### src/rtl/global_defs.sv
// Shared types and constants for the trace request queue.
// Holds the parser request format, the queue entry format, the default
// queue depth and a helper that packs the request identity tuple.
package global_defs;

    localparam int ADDRESS_WIDTH       = 32;
    localparam int DEFAULT_QUEUE_DEPTH = 16;

    typedef logic [31:0] int_t;

    typedef enum logic [1:0] {
        NOP   = 2'd0,
        READ  = 2'd1,
        WRITE = 2'd2
    } parsed_op_t;

    typedef struct packed {
        parsed_op_t               opcode;
        logic [ADDRESS_WIDTH-1:0] address;
        int_t                     time_cpu;
        logic                     op_ready_s;
    } parser_out_struct_t;

    typedef struct packed {
        parsed_op_t               opcode;
        logic [ADDRESS_WIDTH-1:0] address;
        int_t                     time_cpu;
        int_t                     enq_time;
    } queue_entry_t;

    // Width of the (time_cpu, opcode, address) identity tuple.
    localparam int TUPLE_W = $bits(int_t) + $bits(parsed_op_t) + ADDRESS_WIDTH;

    // Packs the fields that identify a request for duplicate suppression.
    function automatic logic [TUPLE_W-1:0] req_tuple(input parser_out_struct_t r);
        return {r.time_cpu, r.opcode, r.address};
    endfunction

endpackage

### src/rtl/queue_storage.sv
// Circular entry store with head/tail pointers for request_queue.
// Occupancy is tracked by the caller; this block only moves pointers on
// the write/read strobes it is given. DEPTH must be a power of two so the
// pointers wrap naturally.
module queue_storage
    import global_defs::*;
#(
    parameter int DEPTH = DEFAULT_QUEUE_DEPTH
) (
    input  logic         clk,
    input  logic         rst_n,
    input  logic         wr_en_i,
    input  queue_entry_t wr_data_i,
    input  logic         rd_en_i,
    output queue_entry_t rd_data_o
);

    localparam int PTR_W = $clog2(DEPTH);

    logic [PTR_W-1:0] head_q, head_d;
    logic [PTR_W-1:0] tail_q, tail_d;
    queue_entry_t     mem_q [DEPTH];

    // Next pointer values: advance by one on each strobe, wrapping at DEPTH.
    always_comb begin
        head_d = head_q;
        tail_d = tail_q;
        if (rd_en_i) begin
            head_d = head_q + PTR_W'(1);
        end
        if (wr_en_i) begin
            tail_d = tail_q + PTR_W'(1);
        end
    end

    // Pointer registers, cleared asynchronously.
    always_ff @(posedge clk or negedge rst_n) begin
        if (!rst_n) begin
            head_q <= '0;
            tail_q <= '0;
        end else begin
            head_q <= head_d;
            tail_q <= tail_d;
        end
    end

    // Entry storage is not reset; occupancy decides what is meaningful.
    always_ff @(posedge clk) begin
        if (wr_en_i) begin
            mem_q[tail_q] <= wr_data_i;
        end
    end

    assign rd_data_o = mem_q[head_q];

endmodule

### src/rtl/request_queue.sv
// Trace request queue: gates trace requests against a simulated CPU time,
// suppresses back-to-back duplicate requests and buffers accepted ones in
// a FIFO for the downstream scheduler.
// Optional feature macro: QUEUE_TIME_SKIP_EN -- when the queue is empty and
// the presented request lies in the future, queue_time jumps straight to
// the request time instead of counting up to it.
// Handshake: an entry leaves the head on a clock edge where deq_valid and
// deq_ready are both high; deq_entry is only meaningful while deq_valid is
// high. A request is taken on the edge where it is accepted; while it is
// live but not taken, pending_request reports it one cycle later.
module request_queue
    import global_defs::*;
#(
    parameter int QUEUE_DEPTH = DEFAULT_QUEUE_DEPTH
) (
    input  logic                               clk,
    input  logic                               rst_n,
    input  parser_out_struct_t                 in_req,
    output int_t                               queue_time,
    output logic                               queue_full,
    output logic                               pending_request,
    input  logic                               deq_ready,
    output logic                               deq_valid,
    output queue_entry_t                       deq_entry,
    output logic [$clog2(QUEUE_DEPTH+1)-1:0]   count
);

    localparam int CNT_W = $clog2(QUEUE_DEPTH+1);

    logic [CNT_W-1:0]   count_q, count_d;
    int_t               time_q, time_d;
    logic               pending_q, pending_d;
    logic               last_valid_q, last_valid_d;
    logic [TUPLE_W-1:0] last_tuple_q, last_tuple_d;

    logic               req_live;
    logic [TUPLE_W-1:0] cur_tuple;
    logic               tuple_new;
    logic               accept;
    logic               dequeue;
    queue_entry_t       enq_entry;

    // Status decoded only from registered occupancy.
    assign queue_full = (count_q == CNT_W'(QUEUE_DEPTH));
    assign deq_valid  = (count_q != '0);

    // Accept/dequeue decisions from pre-edge values.
    always_comb begin
        req_live  = in_req.op_ready_s && (in_req.opcode != NOP);
        cur_tuple = req_tuple(in_req);
        tuple_new = !last_valid_q || (cur_tuple != last_tuple_q);
        accept    = req_live && !queue_full && (in_req.time_cpu <= time_q) && tuple_new;
        dequeue   = deq_valid && deq_ready;
    end

    // Entry written at the tail, stamped with the current queue time.
    always_comb begin
        enq_entry          = '0;
        enq_entry.opcode   = in_req.opcode;
        enq_entry.address  = in_req.address;
        enq_entry.time_cpu = in_req.time_cpu;
        enq_entry.enq_time = time_q;
    end

    // Occupancy, duplicate tracking and pending flag next-state.
    always_comb begin
        count_d      = count_q;
        last_valid_d = last_valid_q;
        last_tuple_d = last_tuple_q;
        pending_d    = req_live && !accept && tuple_new;
        case ({accept, dequeue})
            2'b10:   count_d = count_q + CNT_W'(1);
            2'b01:   count_d = count_q - CNT_W'(1);
            default: count_d = count_q;
        endcase
        if (accept) begin
            last_valid_d = 1'b1;
            last_tuple_d = cur_tuple;
        end
    end

    // Simulated CPU time: counts every cycle, optionally skipping ahead
    // while idle so a distant request does not stall the trace.
    always_comb begin
        time_d = time_q + 32'd1;
`ifdef QUEUE_TIME_SKIP_EN
        if ((count_q == '0) && req_live && (in_req.time_cpu > time_q)) begin
            time_d = in_req.time_cpu;
        end
`else
`endif
    end

    // Control registers, cleared asynchronously; last tuple marked invalid.
    always_ff @(posedge clk or negedge rst_n) begin
        if (!rst_n) begin
            count_q      <= '0;
            time_q       <= '0;
            pending_q    <= 1'b0;
            last_valid_q <= 1'b0;
            last_tuple_q <= '0;
        end else begin
            count_q      <= count_d;
            time_q       <= time_d;
            pending_q    <= pending_d;
            last_valid_q <= last_valid_d;
            last_tuple_q <= last_tuple_d;
        end
    end

    assign queue_time      = time_q;
    assign pending_request = pending_q;
    assign count           = count_q;

    queue_storage #(
        .DEPTH(QUEUE_DEPTH)
    ) u_storage (
        .clk      (clk),
        .rst_n    (rst_n),
        .wr_en_i  (accept),
        .wr_data_i(enq_entry),
        .rd_en_i  (dequeue),
        .rd_data_o(deq_entry)
    );

endmodule

### config.mk
export PLATFORM = sky130hd
export DESIGN_NAME = request_queue
export DESIGN_NICKNAME = d
export VERILOG_FILES = /design/src/rtl/global_defs.sv /design/src/rtl/queue_storage.sv /design/src/rtl/request_queue.sv
export SDC_FILE = /design/constraint.sdc
export NUM_CORES = 2
export LEC_CHECK = 0
export CORE_MARGIN = 5
export CORE_UTILIZATION = 30
export CTS_CLUSTER_SIZE = 40
export DETAILED_ROUTE_END_ITERATION = 16
export PLACE_DENSITY = 0.49
export SYNTH_ARGS = -nofsm -noshare
export SYNTH_HDL_FRONTEND = slang
export SYNTH_HIERARCHICAL = 1
export SYNTH_SLANG_ARGS = --single-unit
### constraint.sdc
create_clock -name clk -period 16.2 [get_ports clk]
set_input_delay 3.24 -clock clk [delete_from_list [all_inputs] [get_ports clk]]
set_output_delay 3.24 -clock clk [all_outputs]
set_load 0.05 [all_outputs]
After elaboration in Yosys (flattened, before gate mapping):

Memory sizes are Yosys's and may differ from the RTL's.
Cells that the tools add are included.

* bits in registers: 113
* memory bits (writable): 1568
* input port bits: 70
* memories kept: 1

Memories
* u_storage.mem_q: words 16, width 98, rd ports 1, clocked after Yosys merged registers in 0, write ports 1, RTL line queue_storage.sv:22 `queue_entry_t mem_q [DEPTH];`

* $add $sub $neg: 5
* order comparisons: 1
* eq/ne operators: 4
* mux-type cells: 3
* reductions and logical operators: 14

Operators with widths (count)
* 66-bit inequality test: 1
* 32-bit by 1-bit adder with 32-bit output (second input constant): 1
* 32-bit less-or-equal comparator: 1
* 5-bit one-hot mux with 2 select lines: 1
* 4-bit by 1-bit adder with 4-bit output (second input constant): 2
* 1-bit logical AND: 7
* 5-bit by 1-bit adder with 5-bit output (second input constant): 1
* 5-bit equality test (second input constant): 1
* 5-bit nonzero test: 1
* 5-bit by 1-bit subtractor with 5-bit output (second input constant): 1
* 2-bit nonzero test: 2
* 1-bit logical NOT: 3
* 2-bit by 1-bit equality test with 1-bit output (second input constant): 1
* 2-bit equality test (second input constant): 1
* 1-bit 2-to-1 mux: 2
* 1-bit logical OR: 1

Depth between registers and ports, before layout:

* word-level depth: 8
* depth in mapped cells: 18
* depth with buffers taken out: 17

By module:

Netlist, hierarchy kept.

Modules (own cells, without submodules)
* queue_storage: instances 1, cells an instance 2440, area each 58941.5 sq um, sequential area each 47285.4 sq um
* request_queue: instances 1, cells an instance 829, area each 7228.2 sq um, sequential area each 2627.5 sq um

Worst setup path after synthesis:

Ideal clock, no wire load.

* path kind: input to register
* start point: in in_req[24] in the netlist's numbering
* end point: mem u_storage/mem_q[0][0] in the netlist's numbering, enable pin
* arrival: 7.647 ns
* path slack: 8.085 ns
* cell stages on the path: 11
* path through: ha_1 > a21oi_1 > o21ai_0 > a2111o_1 > o21ai_1 > nand2_1 > clkbuf_1 > nor2_1 > clkbuf_1 > nor3b_1 > and2_1

* word-level cells in the longest chain between the ends: 5
* elaborated cells on any way between the ends: 7
* those cells by class: order compare (1); eq/ne (1); mux (2); reduce/logical (3)

RTL lines
* start, declared: RTL line request_queue.sv:18 `input parser_out_struct_t in_req,`
* 32-bit less-or-equal comparator / 66-bit inequality test (equally long branches): RTL line request_queue.sv:52, request_queue.sv:51
* 1-bit logical AND / 1-bit logical OR (equally long branches): RTL line request_queue.sv:52, request_queue.sv:51
* 1-bit logical AND (*): RTL line request_queue.sv:52 `accept = req_live && !queue_full && (in_req.time_cpu <= time_q) && tuple_new;`
* via accept: RTL line request_queue.sv:39 `logic accept;`
* 1-bit 2-to-1 mux (*): RTL line queue_storage.sv:49 `if (wr_en_i) begin`
* 1-bit 2-to-1 mux (not written as such) (*): RTL line queue_storage.sv:50 `mem_q[tail_q] <= wr_data_i;`
* end, declared: RTL line queue_storage.sv:22

Mark *: on every way through the listed nets, which the timed path passes. The rest lies on a longest branch.

Final worst setup path:

* start point: in in_req[28] in the netlist's numbering
* end point: mem u_storage/mem_q[3][69] in the netlist's numbering, enable pin

Same word-level chain as after synthesis.

==> impl.org <==
** Outcome
- Status :: complete, no violations

** Cells and area
- The area growth from synthesis to layout is 17.20%.
- Fill cells in the final layout number around 20k.
- Post-route cell area :: 0.07755 sq mm
- In the final layout, the multi-input gates occupy 0.01523 sq mm.
- The count of cells in the finished layout, fillers not included, comes to 6610.
- At the end of the flow, the number of nets in the layout was 3704.
- Of the cells placed in the final design, the portion with a size suffix greater than 1 is 21.18%.
- Registers take 0.04992 sq mm.

** STA
- Post-route minimum period :: around 10000 ps
- Setup repair after global routing left no endpoint under its margin.
- Pin slew with the least headroom to its limit :: about 1100 ps
- Number of setup violations in the final report :: 0
- Timing would allow up to about 100 MHz.
- Share of the cycle needed by the critical path after routing :: 62.01%
- Hold timing on the final database bottoms out at a slack of 492.4 ps.
- Max Clock Skew :: 57.04 ps
- For the final routed database, the setup TNS stands at 0 ps.
- Number of pins exceeding their max-slew limit in the final report :: 0
- The worst pin sits at a relative slew slack of 23.36%.
- Number of hold violations in the final report :: 0

** Critical path
- Startpoint types :: input pin
- Worst Setup End Kind :: flip-flop
- The worst register-to-register path begins at queue_time[20].
- The number of cells on the worst reg-to-reg path is 13.
- Crit path required time :: 16610 ps
- The critical path is of the in2reg type.
- In this run the register-to-register setup slack is 8710 ps.
- The worst register-to-register path ends at u_storage/mem_q[3][69].
- Along the worst path, the maximum fanout reaches slightly below 60.
- WP data arrival :: 10450 ps
- In this run the worst setup path terminates at u_storage/mem_q[3][69].
- Startpoint of the worst setup timing path :: in_req[28]

** Power
- Registers are responsible for 38.2% of the overall power.
- Net Switching :: ~4.5 mW
- Power spread over the standard cell area amounts to 169.4 mW/mm^2.
- Of the total power, the share spent switching nets is between 30% and 40%.
- Pleak :: around 24 nW
- Cell internal power was estimated by the tool at between 8 and 9 mW.
- The clock network accounts for between 20% and 30% of the total power.
- Combinational cell fraction of total power :: around 32%
- VDD sags by at most 0.1431 mV.

** Floorplanning
- Placeable core area :: 0.2195 sq mm
- In this run the horizontal extent of the chip is 479.6 microns.
- The die is 479.6 microns tall.
- The die covers 0.2301 sq mm.
- I/O Pins :: 208
- The floorplan has 172 rows.
- Initial core utilization :: 30.14%

** Global routing
- The via count of the first global-routing pass was 35.06k.
- Sum of overflow across all layers after global routing :: 0
- Largest net degree at the start of global routing :: between 100 and 150
- Wire length of the first global-routing pass :: 258500 microns
- The number of antenna violations at the first check in global routing is 11.
- For this run, the total global-route usage over all layers was measured as 15.38%.

** Route
- Final routed wire length divided by cell count :: 27.16 microns
- The count of nets left with antenna violations once routing finished came out at 0.
- Using the TritonRoute via totals, the vias-per-cell ratio works out to 5.085.
- DRT iter0 DRCs :: 3004
- Detailed routing inserted a total of ~34k vias.
- Router iterations before antenna repair :: 5
- The final layout contains routed wiring with a total length of 179600 microns.
- Count of unresolved DRC violations after routing :: 0

** Logic synthesis
- Flop and latch count out of synthesis :: ~1.7k
- Top area cells in the synthesized netlist :: edfxtp_1 71%, mux4_2 13%, dfrtp_1 4.3%
- Net count after synthesis :: approximately 3.4k
- Synthesis produced 3269 cells.
- In this run the biggest area consumer among cell types represents 71.16% of the synthesized area.
- The most common cell in the synthesized netlist is edfxtp_1.
- The synthesized netlist occupies a cell area of 0.06617 sq mm.
- Distinct cell type count of the synthesized netlist :: 50
- The largest total area in the synthesized netlist belongs to edfxtp_1.
- Sorting the synthesized cells by how often they occur yields 1568 x edfxtp_1, 392 x mux4_2, 196 x a22oi_1.
- Async set-reset flop share out of synthesis :: just under 7%
- Counting flops with a built-in enable in the synthesized netlist gives 1568.
- For this run, the number of Yosys warnings is 6.
- Summing the sequential cell areas from Yosys gives 75.43% of the chip area.
- Post-Syn Area per Cell :: 20.24 sq um
- Synth Flop Type :: edfxtp_1

** Clock tree
- Buffers inserted to repair hold after CTS numbered 0.
- TritonCTS clock tree :: built
- Number of buffers added for setup after CTS :: 0
- CTS placed an instance of clkbuf_16 at the clock tree root.
- The longest clock path from root to sink contains 3 buffers.
- Later-pin clock latency in the skew report :: 820 ps
- After clock tree synthesis, the clock-pin slew on the worst setup and hold paths is 60 ps.
- Counting every sink on the clock net gives between 1.5k and 2k.
- Number of buffers added by the clock tree synthesis step :: 173
- Number of cells upsized or downsized after cts :: 0
- The H-tree generated during clock tree synthesis spans 4 levels.

** Worst hold path
- Hold crit path type :: reg2reg

** Placed design
- Placer's final routability congestion estimate :: 0.7659
- Placed Area :: just over 0.07 sq mm
- The number of placed instances, taps included, is 6287.
- Hpwl dp :: between 100000 and 150000 microns
- Port buffering added 207 buffers.

** Flow run
- Max capacitance violation total :: 0
-- flip-flops by register name, indices dropped and copies added (netlist names) --
| signal | cells |
|---|---|
| u_storage/head_q | 4 |
| pending_request | 1 |
| count | 5 |
| last_tuple_q | 66 |
| u_storage/mem_q | 1568 |
| u_storage/tail_q | 4 |
| queue_time | 32 |
| last_valid_q | 1 |
-- how the worst min path moves through the flow --
stage	start	to	depth (start not counted)
after floorplan	last_valid_q	last_valid_q	1
after global placement	last_valid_q	last_valid_q	1
after CTS	last_valid_q	last_valid_q	1
final	last_valid_q	last_valid_q	1
after global routing	last_valid_q	last_valid_q	1
after detailed placement	last_valid_q	last_valid_q	1
-- power groups by stage --
stage	Combinational, mW	Sequential [mW]	Clock [mW]
final	4.25	5.02	3.86
after global routing	4.52	5.04	4.16
after CTS	4.38	5.02	3.97
after detailed placement	4.36	5.12	0
after global placement	4.37	5.11	0
after floorplan	2.87	5.06	0
-- cells in the final DEF, fill, tap and decap left out, types with 5 or more instances in the layout --
cell type           n
edfxtp_1         1568
mux4_2            392
clkdlybuf4s50_1   206
a22oi_1           196
clkbuf_16         176
nand2_1           126
buf_4             125
dfrtp_1           111
nand3_1            70
and2_1             68
o21ai_0            67
a31oi_1            66
inv_1              59
o211ai_1           57
xor2_1             49
clkbuf_1           47
ha_1               42
xnor2_1            39
clkinv_1           34
clkinv_2           28
nor4_1             18
a21oi_1            18
and2_4             17
nand4_1            15
nor2b_1            14
nor2_1             11
nor3_1             10
bufinv_16           9
clkinvlp_4          8
o311ai_1            7
o21ai_1             6
diode_2             5
clkinv_8            5
-- per-stage QoR --
stage | utilization (%) | total power [mW] | worst slack, ps
after floorplan | - | 7.935 | 8085
after global placement | 32.83 | 9.479 | 5451
after detailed placement | 32.83 | 9.478 | 5356
after CTS | 35.32 | 13.37 | 6235
after global routing | 35.32 | 13.73 | 5886
final | 35.33 | 13.13 | 6155
-- critical path, stage by stage --
cell             delay, ps
clkdlybuf4s50_1        950
ha_1                   620
nand4_1                160
nor4_1                 670
nand3_1                350
o21ai_4                120
buf_4                  620
nand2_1                600
nor2_1                 620
nor3b_1                460
and2_4                 600
buf_4                  610
buf_4                  670
-- layer usage --
| layer | GRT usage [%] | vias up | routed length [microns] |
|---|---|---|---|
| li1 | - | 14220 | - |
| met1 | 21.43 | 18240 | 79910 |
| met2 | 24.96 | 942 | 86420 |
| met3 | 3.144 | 215 | 9861 |
| met4 | 3.442 | 2 | 3349 |
| met5 | 0 | - | 7 |
-- cell families (layout without fill, tap and decap cells) --
logic type	Yosys count	count (layout)	share of synthesized area (%)
other	0	5	0
AO/OA/AOI/OAI	451	451	4.682
flip-flops	1681	1681	75.43
multiplexers	393	393	13.36
XOR/XNOR	88	88	1.165
AND/OR/NAND/NOR	365	365	2.816
adder cells (fa/ha/maj)	43	43	0.8244
buffers and inverters	248	713	1.723
-- final cells by class --
class	instances	share of cell area (%)
Timing Repair Buffer	336	3.987
Inverter	59	0.2856
Tap cell	2871	4.632
Clock buffer	224	5.924
Clock inverter	94	1.142
Sequential cell	1681	64.37
Antenna cell	5	0.01613
Multi-Input combinational cell	1340	19.64
Note: power is estimated with default switching activity, not from simulation.
